`src/rtl/jk_sequencer_if.sv`:
```
// Command channel into jk_sequencer: valid/ready handshake carrying op, bit mask and repeat length.
interface jk_sequencer_if #(
    parameter int WIDTH = 4,
    parameter int CNT_W = 8
);
    logic             valid;
    logic             ready;
    logic [2:0]       op;
    logic [WIDTH-1:0] mask;
    logic [CNT_W-1:0] len;

    modport master (output valid, op, mask, len, input ready);
    modport slave  (input valid, op, mask, len, output ready);
endinterface

```
`src/rtl/jk_sequencer.sv`:
```
// Command sequencer driving the J/K lines of an external JK flip-flop bank.
// Optional feature: define JK_SEQ_ABORT_EN to add an abort input that ends DRIVE early.
//
// state | meaning
// ------+------------------------------------------------------------
// IDLE  | cmd_ready=1, j=k=0, waiting for a command
// DRIVE | j/k decoded from latched op/mask (and q for COUNT), cnt counts down
// DONE  | one-cycle done pulse, j=k=0, back to IDLE
module jk_sequencer #(
    parameter int WIDTH = 4,
    parameter int CNT_W = 8
) (
    input  logic             clk,
    input  logic             rst,
    jk_sequencer_if.slave    cmd,
`ifdef JK_SEQ_ABORT_EN
    input  logic             abort,
`endif
    input  logic [WIDTH-1:0] q,
    output logic [WIDTH-1:0] j,
    output logic [WIDTH-1:0] k,
    output logic             busy,
    output logic             done,
    output logic             err
);

    typedef enum logic [1:0] {ST_IDLE, ST_DRIVE, ST_DONE} state_e;
    typedef enum logic [2:0] {
        OP_NOP    = 3'd0,
        OP_CLEAR  = 3'd1,
        OP_SET    = 3'd2,
        OP_LOAD   = 3'd3,
        OP_TOGGLE = 3'd4,
        OP_COUNT  = 3'd5
    } op_e;

    state_e           state;
    op_e              op_r;
    logic [WIDTH-1:0] mask_r;
    logic [CNT_W-1:0] cnt;
    logic             ready_r;
    logic             stop_drive;
    logic             carry;

    assign cmd.ready = ready_r;

`ifdef JK_SEQ_ABORT_EN
    assign stop_drive = (cnt == '0) || abort;
`else
    assign stop_drive = (cnt == '0);
`endif

    always_ff @(posedge clk) begin
        if (rst) begin
            state   <= ST_IDLE;
            op_r    <= OP_NOP;
            mask_r  <= '0;
            cnt     <= '0;
            ready_r <= 1'b1;
            busy    <= 1'b0;
            done    <= 1'b0;
            err     <= 1'b0;
        end else begin
            done <= 1'b0;
            err  <= 1'b0;
            case (state)
                ST_IDLE: begin
                    if (cmd.valid && ready_r) begin
                        op_r   <= op_e'(cmd.op);
                        mask_r <= cmd.mask;
                        cnt    <= '0;
                        case (cmd.op)
                            OP_NOP: begin
                                state   <= ST_DONE;
                                ready_r <= 1'b0;
                                busy    <= 1'b1;
                                done    <= 1'b1;
                            end
                            OP_CLEAR, OP_SET, OP_LOAD: begin
                                state   <= ST_DRIVE;
                                ready_r <= 1'b0;
                                busy    <= 1'b1;
                            end
                            OP_TOGGLE, OP_COUNT: begin
                                state   <= ST_DRIVE;
                                ready_r <= 1'b0;
                                busy    <= 1'b1;
                                cnt     <= cmd.len;
                            end
                            default: err <= 1'b1;
                        endcase
                    end
                end
                ST_DRIVE: begin
                    if (stop_drive) begin
                        state <= ST_DONE;
                        done  <= 1'b1;
                        cnt   <= '0;
                    end else begin
                        cnt <= cnt - 1'b1;
                    end
                end
                ST_DONE: begin
                    state   <= ST_IDLE;
                    ready_r <= 1'b1;
                    busy    <= 1'b0;
                end
                default: begin
                    state   <= ST_IDLE;
                    ready_r <= 1'b1;
                    busy    <= 1'b0;
                end
            endcase
        end
    end

    // j/k depend only on registered state plus q, so cmd_* never reaches the bank directly.
    always_comb begin
        j     = '0;
        k     = '0;
        carry = 1'b1;
        if (state == ST_DRIVE) begin
            case (op_r)
                OP_CLEAR: k = mask_r;
                OP_SET:   j = mask_r;
                OP_LOAD: begin
                    j = mask_r;
                    k = ~mask_r;
                end
                OP_TOGGLE: begin
                    j = mask_r;
                    k = mask_r;
                end
                OP_COUNT: begin
                    for (int i = 0; i < WIDTH; i++) begin
                        j[i] = mask_r[i] & carry;
                        k[i] = mask_r[i] & carry;
                        if (mask_r[i]) carry = carry & q[i];
                    end
                end
                default: begin
                    j = '0;
                    k = '0;
                end
            endcase
        end
    end

endmodule

```
`src/flat_wrapper.sv`:
```
// flat-port wrapper written by rule: the top's interface ports become plain ports
module jk_sequencer_flat 
#(
    parameter int WIDTH = 4,
    parameter int CNT_W = 8
)
  (clk, rst, q, j, k, busy, done, err, cmd_valid, cmd_op, cmd_mask, cmd_len, cmd_ready);
  jk_sequencer_if #(.WIDTH(WIDTH), .CNT_W(CNT_W)) cmd_i ();
  input  logic clk;
  input  logic rst;
  input  logic [WIDTH-1:0] q;
  output logic [WIDTH-1:0] j;
  output logic [WIDTH-1:0] k;
  output logic busy;
  output logic done;
  output logic err;
  input wire logic [$bits(cmd_i.valid)-1:0] cmd_valid;
  input wire logic [$bits(cmd_i.op)-1:0] cmd_op;
  input wire logic [$bits(cmd_i.mask)-1:0] cmd_mask;
  input wire logic [$bits(cmd_i.len)-1:0] cmd_len;
  output wire logic [$bits(cmd_i.ready)-1:0] cmd_ready;
  assign cmd_i.valid = cmd_valid;
  assign cmd_i.op = cmd_op;
  assign cmd_i.mask = cmd_mask;
  assign cmd_i.len = cmd_len;
  assign cmd_ready = cmd_i.ready;
  jk_sequencer #(.WIDTH(WIDTH), .CNT_W(CNT_W)) u_core (.clk(clk), .rst(rst), .cmd(cmd_i), .q(q), .j(j), .k(k), .busy(busy), .done(done), .err(err));
endmodule
```
`config.mk`:
```
export PLATFORM = sky130hd
export DESIGN_NAME = jk_sequencer_flat
export DESIGN_NICKNAME = d
export VERILOG_FILES = /design/src/rtl/jk_sequencer_if.sv /design/src/rtl/jk_sequencer.sv /design/src/flat_wrapper.sv
export SDC_FILE = /design/constraint.sdc
export NUM_CORES = 1
export LEC_CHECK = 0
export CORE_ASPECT_RATIO = 0.9
export CORE_MARGIN = 4
export CORE_UTILIZATION = 51
export DETAILED_ROUTE_END_ITERATION = 16
export HOLD_SLACK_MARGIN = 0.08
export PLACE_DENSITY = 0.84
export SYNTH_ARGS = -nofsm -noshare
export SYNTH_HDL_FRONTEND = slang
export SYNTH_SLANG_ARGS = --single-unit
```
`constraint.sdc`:
```
create_clock -name clk -period 4.05 [get_ports clk]
set_input_delay 0.81 -clock clk [delete_from_list [all_inputs] [get_ports clk]]
set_output_delay 0.81 -clock clk [all_outputs]
set_load 0.01 [all_outputs]
```
==> results of run 1 <==
[final cells by class]
class | count | area, um^2 | area share
Clock buffer | 3 | 22.5 | 0.0141
Clock inverter | 1 | 7.51 | 0.00471
Inverter | 9 | 33.8 | 0.0212
Multi-Input combinational cell | 122 | 757 | 0.475
Sequential cell | 21 | 420 | 0.264
Tap cell | 27 | 33.8 | 0.0212
Timing Repair Buffer | 32 | 320 | 0.201
[worst register-to-register path: stages, from the launching register on]
cell	delay [ps]
dfxtp_1	330
inv_1	120
ha_1	180
nor3b_1	410
a21oi_2	200
a32o_1	290
a32o_1	190
[power groups by stage]
stage	combinational, mW	sequential, mW	clock [mW]
after floorplan	0.120	0.247	0
after global placement	0.160	0.255	0
after detailed placement	0.165	0.257	0
after CTS	0.166	0.252	0.109
after global routing	0.186	0.256	0.120
final	0.168	0.252	0.106
[placed cells by master, fill, tap and decap left out, types with 2 or more instances in the layout]
cell type        synthesis  routed
a211oi_1                 6       6
a21oi_1                 20      20
a221oi_1                 2       2
a22oi_1                  2       2
a32o_1                   4       4
clkbuf_4                 0       3
clkdlybuf4s50_1          0      32
dfxtp_1                 21      21
ha_1                     2       2
inv_1                    9       9
nand2_1                 26      26
nand2b_1                 3       3
nand3b_1                 2       2
nor2_1                   8       8
nor2b_1                  6       6
nor3_1                   7       7
nor3b_1                  3       3
o21ai_0                  5       5
o221ai_1                 2       2
o32ai_1                  2       2
or3_1                    3       3
[sequential cells by signal, indices dropped and copies added (netlist names)]
register          count
u_core.done           1
u_core.cmd.ready      1
u_core.state          2
u_core.cnt            8
u_core.op_r           3
u_core.mask_r         4
u_core.err            1
u_core.busy           1
[metrics by stage]
stage	utilization	instance area, um^2	total power, mW
2_1_floorplan	-	1250	0.368
3_3_place_gp	0.692	1570	0.415
3_5_place_dp	0.692	1570	0.422
4_1_cts	0.705	1600	0.528
5_1_grt	0.705	1600	0.563
6_report	0.705	1600	0.527
[kinds of logic after synthesis]
group	count (synthesis)
simple gates	66
mux	1
compound gates	53
flops	21
buf+inv	18
fa+ha+maj	2
[routing by layer]
layer / vias up / global-route usage
met1: 588 / 0.275
met3: 2 / 0.0418
met2: 43 / 0.367
met4: 0 / 0.0406
met5: - / 0
li1: 642 / -
[worst max-delay path by stage]
stage | startpoint | endpoint | slack (ps) | cells after the start
after floorplan | q[0] | k[3] | 1760 | 4
after detailed placement | q[0] | k[3] | 760 | 6
after global placement | q[0] | k[3] | 780 | 6
after global routing | q[0] | k[3] | 510 | 6
final | q[0] | k[3] | 740 | 6
after CTS | q[0] | k[3] | 740 | 6
==> flow_summary.yaml, run 1 <==
worst_setup_path:
  slowest_stage: "clkdlybuf4s50_1"
  worstPathMaxFanout: 2
  worst_path_most_repeated_cell: "clkdlybuf4s50_1"
  r2r_slack_ps: 2230
  path_cells: "clkdlybuf4s50_1, nor2b_1, nor4_1, o21ai_0, a31oi_1, clkdlybuf4s50_1"
  arrival_ps: 2500
  crit_type: "primary input to primary output"
  reg2reg_depth: 6
  end_kind: "primary output"
  cp_num_buf_inv: 2
  startpoint_type: "primary input"
  r2r-start: "u_core.cnt[0]"
  crit_family: "buffers and inverters"
  r2r_end: "u_core.cnt[2]"
  cp_slowest_stage_delay_ps: 570
  worstPathRequired_ps: 3240
synth:
  synthMuxAreaShare: 0.00798
  yosys.area_share.simple: 0.287
  syn_avg_cell_area_um2: 7.79
  seq_area_frac_synth: 0.335
  synth_edf_count: 0
  synth_top_family_by_area: "compound AO/OA/AOI/OAI gates"
  syn_area_um2: 1250
  synth_fp_nets: 185
  yosys_warnings: 0
  synth_area_leaders: "dfxtp_1 (34%), a21oi_1 (8.0%), nand2_1 (7.8%)"
  ys_dominant_reg_cell: "dfxtp_1"
  ys_top_cells_by_count: "nand2_1 (26), dfxtp_1 (21), a21oi_1 (20)"
  synth_xor_area_frac: 0
  synth-async-reset-ratio: 0
  ys_types: 42
  synth_compound_area_frac: 0.288
  yosys.area.top_type: "dfxtp_1"
  synth_top_area_share: 0.335
  synth_most_common_cell: "nand2_1"
  synthAdderAreaFrac: 0.0200
  ys_ff_latch: 21
  synth_cells: 161
global_routing:
  antenna_found_initial: 0
  grt_max_degree: 21
  grt_pass1_wl_um: 5420
  grt-ovfl-total: 0
  grt_pass1_vias: 1258
  grt_usage: 0.212
place:
  dp.cells: 211
  pre_cts_ws_ps: 756
  port_buffers: 32
  gp_congestion: 0.887
  hpwl_um: 2420
drt:
  antenna_left: 0
  wl_met1_um: 1460
  first_pass_iters: 4
  vias: 1275
  wl_met2_um: 1500
  finalWirelength_um: 3210
  drt-initial-drc-count: 93
  dr_wl_met3_um: 227
  drc: 0
  top_layer_used: "met4"
  vias_per_cell: 5.93
  wl_per_cell_um: 14.9
floorplan:
  die_w_um: 60.3
  die_y_um: 55.0
  start_util: 0.554
  fp-row-count: 16
  core_um2: 2260
  io_pins: 34
  dieArea_um2: 3320
power:
  power_leakage_nw: 0.537
  p_clk_frac: 0.202
  p_int_mw: 0.340
  p_seq_frac: 0.479
  power.density_nw_per_um2: 330
  vdd_drop_max_v: 0.000264
  p_comb_frac: 0.319
  netSwitchingPower_mw: 0.186
  p_sw_frac: 0.354
sta:
  whs_ps: 514
  fmax_ghz: 0.302
  tightestPinTransition_ps: 745
  setup_ws_ps: 737
  finalSetupViolCount: 0
  hold_viol: 0
  slew_viol_final: 0
  setup_tns_ps: 0
  rsz0062_at_grt: "no"
  post-route-min-period_ps: 3310
  finClkSkew_ps: 4.23
  post-route-period-util: 0.818
  slew_headroom: 0.502
clock_network:
  cts_setup_buffers: 0
  cts_tree: "done"
  clock_latency_ps: 310
  cts_buffers: 3
  ctsHoldBuffers: 0
  cts_sinks: 21
  h-tree-depth: 1
  clk_pin_slew_ps: 120
  clock_path_buffers: 2
  cts_resized: 0
  cts_root_buf: "clkbuf_4"
status:
  outcome: "finished, final reports clean"
worst_hold_path:
  min_from: "u_core.mask_r[2]"
  hp-class: "register to register"
  worst_hold_path.endpoint: "u_core.mask_r[2]"
  hold_depth: 2
final_layout:
  syn_to_final_growth_pct: 27.2
  fin_cells: 215
  n_fill_cell: 191
  nets: 213
  num_antenna_cells: 0
  drive_above_1_share: 0.0532
job:
  max_cap_violations: 0
Note: power is estimated with default switching activity, not from simulation.
==> run 2: changes to the inputs <==
--- a/config.mk
+++ b/config.mk
@@ -7,10 +7,10 @@
 export LEC_CHECK = 0
 export CORE_ASPECT_RATIO = 0.9
 export CORE_MARGIN = 4
-export CORE_UTILIZATION = 51
+export CORE_UTILIZATION = 43
 export DETAILED_ROUTE_END_ITERATION = 16
 export HOLD_SLACK_MARGIN = 0.08
-export PLACE_DENSITY = 0.84
+export PLACE_DENSITY = 0.75
 export SYNTH_ARGS = -nofsm -noshare
 export SYNTH_HDL_FRONTEND = slang
 export SYNTH_SLANG_ARGS = --single-unit
==> constraint.sdc (replaced) <==
create_clock -name clk -period 2.92 [get_ports clk]
set_input_delay 0.584 -clock clk [delete_from_list [all_inputs] [get_ports clk]]
set_output_delay 0.584 -clock clk [all_outputs]
set_load 0.01 [all_outputs]
==> flow_summary.yaml, run 2 (synthesis results as in run 1) <==
drt:
  vias: 1295
  wl_met2_um: 1500
  wl_met1_um: 1510
  drt-initial-drc-count: 126
  drc: 0
  first_pass_iters: 4
  top_layer_used: "met4"
  wl_per_cell_um: 13.8
  finalWirelength_um: 3170
  dr_wl_met3_um: 123
  vias_per_cell: 5.66
  antenna_left: 0
final_layout:
  drive_above_1_share: 0.0582
  largest-register: "u_core.cnt"
  nets: 214
  most-common-layout-cells: "clkdlybuf4s50_1 (31), nand2_1 (26), dfxtp_1 (21), a21oi_1 (20), inv_1 (9)"
  final_common_cell: "clkdlybuf4s50_1"
  top_regs: "u_core.cnt: 8 flops, u_core.mask_r: 4 flops, u_core.op_r: 3 flops"
  largest_reg_flops: 8
  num_antenna_cells: 0
  fin_area_um2: 1620
  syn_to_final_growth_pct: 29.3
worst_setup_path:
  startpoint_type: "primary input"
  worstPathRequired_ps: 2340
  crit_type: "primary input to primary output"
  end_kind: "primary output"
  arrival_ps: 2270
  worstPathMaxFanout: 2
clock_network:
  cts_buffers: 3
  clock_latency_ps: 310
  clock_path_buffers: 2
  cts_tree: "done"
  cts_setup_buffers: 0
  cts_root_buf: "clkbuf_4"
  cts_resized: 0
  clk_pin_slew_ps: 130
  ctsHoldBuffers: 0
  h-tree-depth: 1
  cts_sinks: 21
job:
  max_cap_violations: 0
global_routing:
  grt_pass1_vias: 1314
  grt_usage: 0.177
  antenna_found_initial: 0
  grt-ovfl-total: 0
  grt_pass1_wl_um: 5460
  grt_max_degree: 20
floorplan:
  start_util: 0.453
  die_y_um: 59.2
  dieArea_um2: 3840
  io_pins: 34
  die_w_um: 64.9
  fp-row-count: 18
  core_um2: 2770
worst_hold_path:
  hp-class: "register to register"
sta:
  slew_viol_final: 0
  post-route-min-period_ps: 2850
  finalSetupViolCount: 0
  hold_viol: 0
  rsz0062_at_grt: "no"
  slew_headroom: 0.567
  finClkSkew_ps: 1.09
  setup_tns_ps: 0
  fmax_ghz: 0.351
  post-route-period-util: 0.976
  tightestPinTransition_ps: 644
place:
  placed_area_um2: 1590
  port_buffers: 32
  gp_congestion: 0.850
  hpwl_um: 2360
power:
  power.density_nw_per_um2: 453
  vdd_drop_max_v: 0.000271
  power_leakage_nw: 0.561
status:
  outcome: "finished, final reports clean"
==> run 2: area by class of cell <==
class / instances / area (um^2)
clock inverter: 1 / 7.51
timing repair buffer: 33 / 330
inverter: 9 / 33.8
sequential: 21 / 420
clock buffer: 3 / 22.5
fill: 275 / 1150
multi-input combinational: 122 / 757
tap: 40 / 50.0
==> run 2: report_power, final <==
| group | internal [mW] | switching, mW |
|---|---|---|
| registers | 0.315 | 0.0369 |
| clock network | 0.0523 | 0.100 |
| logic | 0.106 | 0.125 |
==> run 2: worst max-delay path, cell delays in order <==
cell,delay (ps)
clkdlybuf4s50_1,490
nor2b_1,60
nor4_1,280
o21ai_1,130
a21oi_1,150
clkdlybuf4s50_1,560
==> run 2: through the flow <==
stage / setup WS, ps / utilization / hold WS, ps / power [mW] / cells
after floorplan: 1080 / - / 449 / 0.510 / 161
after global placement: 109 / 0.574 / 483 / 0.577 / 225
after detailed placement: 30.1 / 0.574 / 510 / 0.586 / 225
after CTS: 22.2 / 0.584 / 528 / 0.737 / 229
after global routing: 6.14 / 0.585 / 545 / 0.783 / 229
final: 68.7 / 0.585 / 525 / 0.735 / 229
==> run 2: path summary, 6_finish.rpt <==
kind         cells after the start                to  slack (ps)              from
max                              6              j[3]          70              q[0]
min                              2  u_core.mask_r[1]         530  u_core.mask_r[1]
max reg2reg                      6     u_core.cnt[2]        1080     u_core.cnt[0]
min reg2reg                      2  u_core.mask_r[1]         530  u_core.mask_r[1]
==> run 2: layer usage <==
| metal | track usage | up-vias |
|---|---|---|
| met5 | 0 | - |
| met4 | 0.0904 | 0 |
| met3 | 0.0209 | 4 |
| met2 | 0.312 | 33 |
| met1 | 0.212 | 612 |
| li1 | - | 646 |
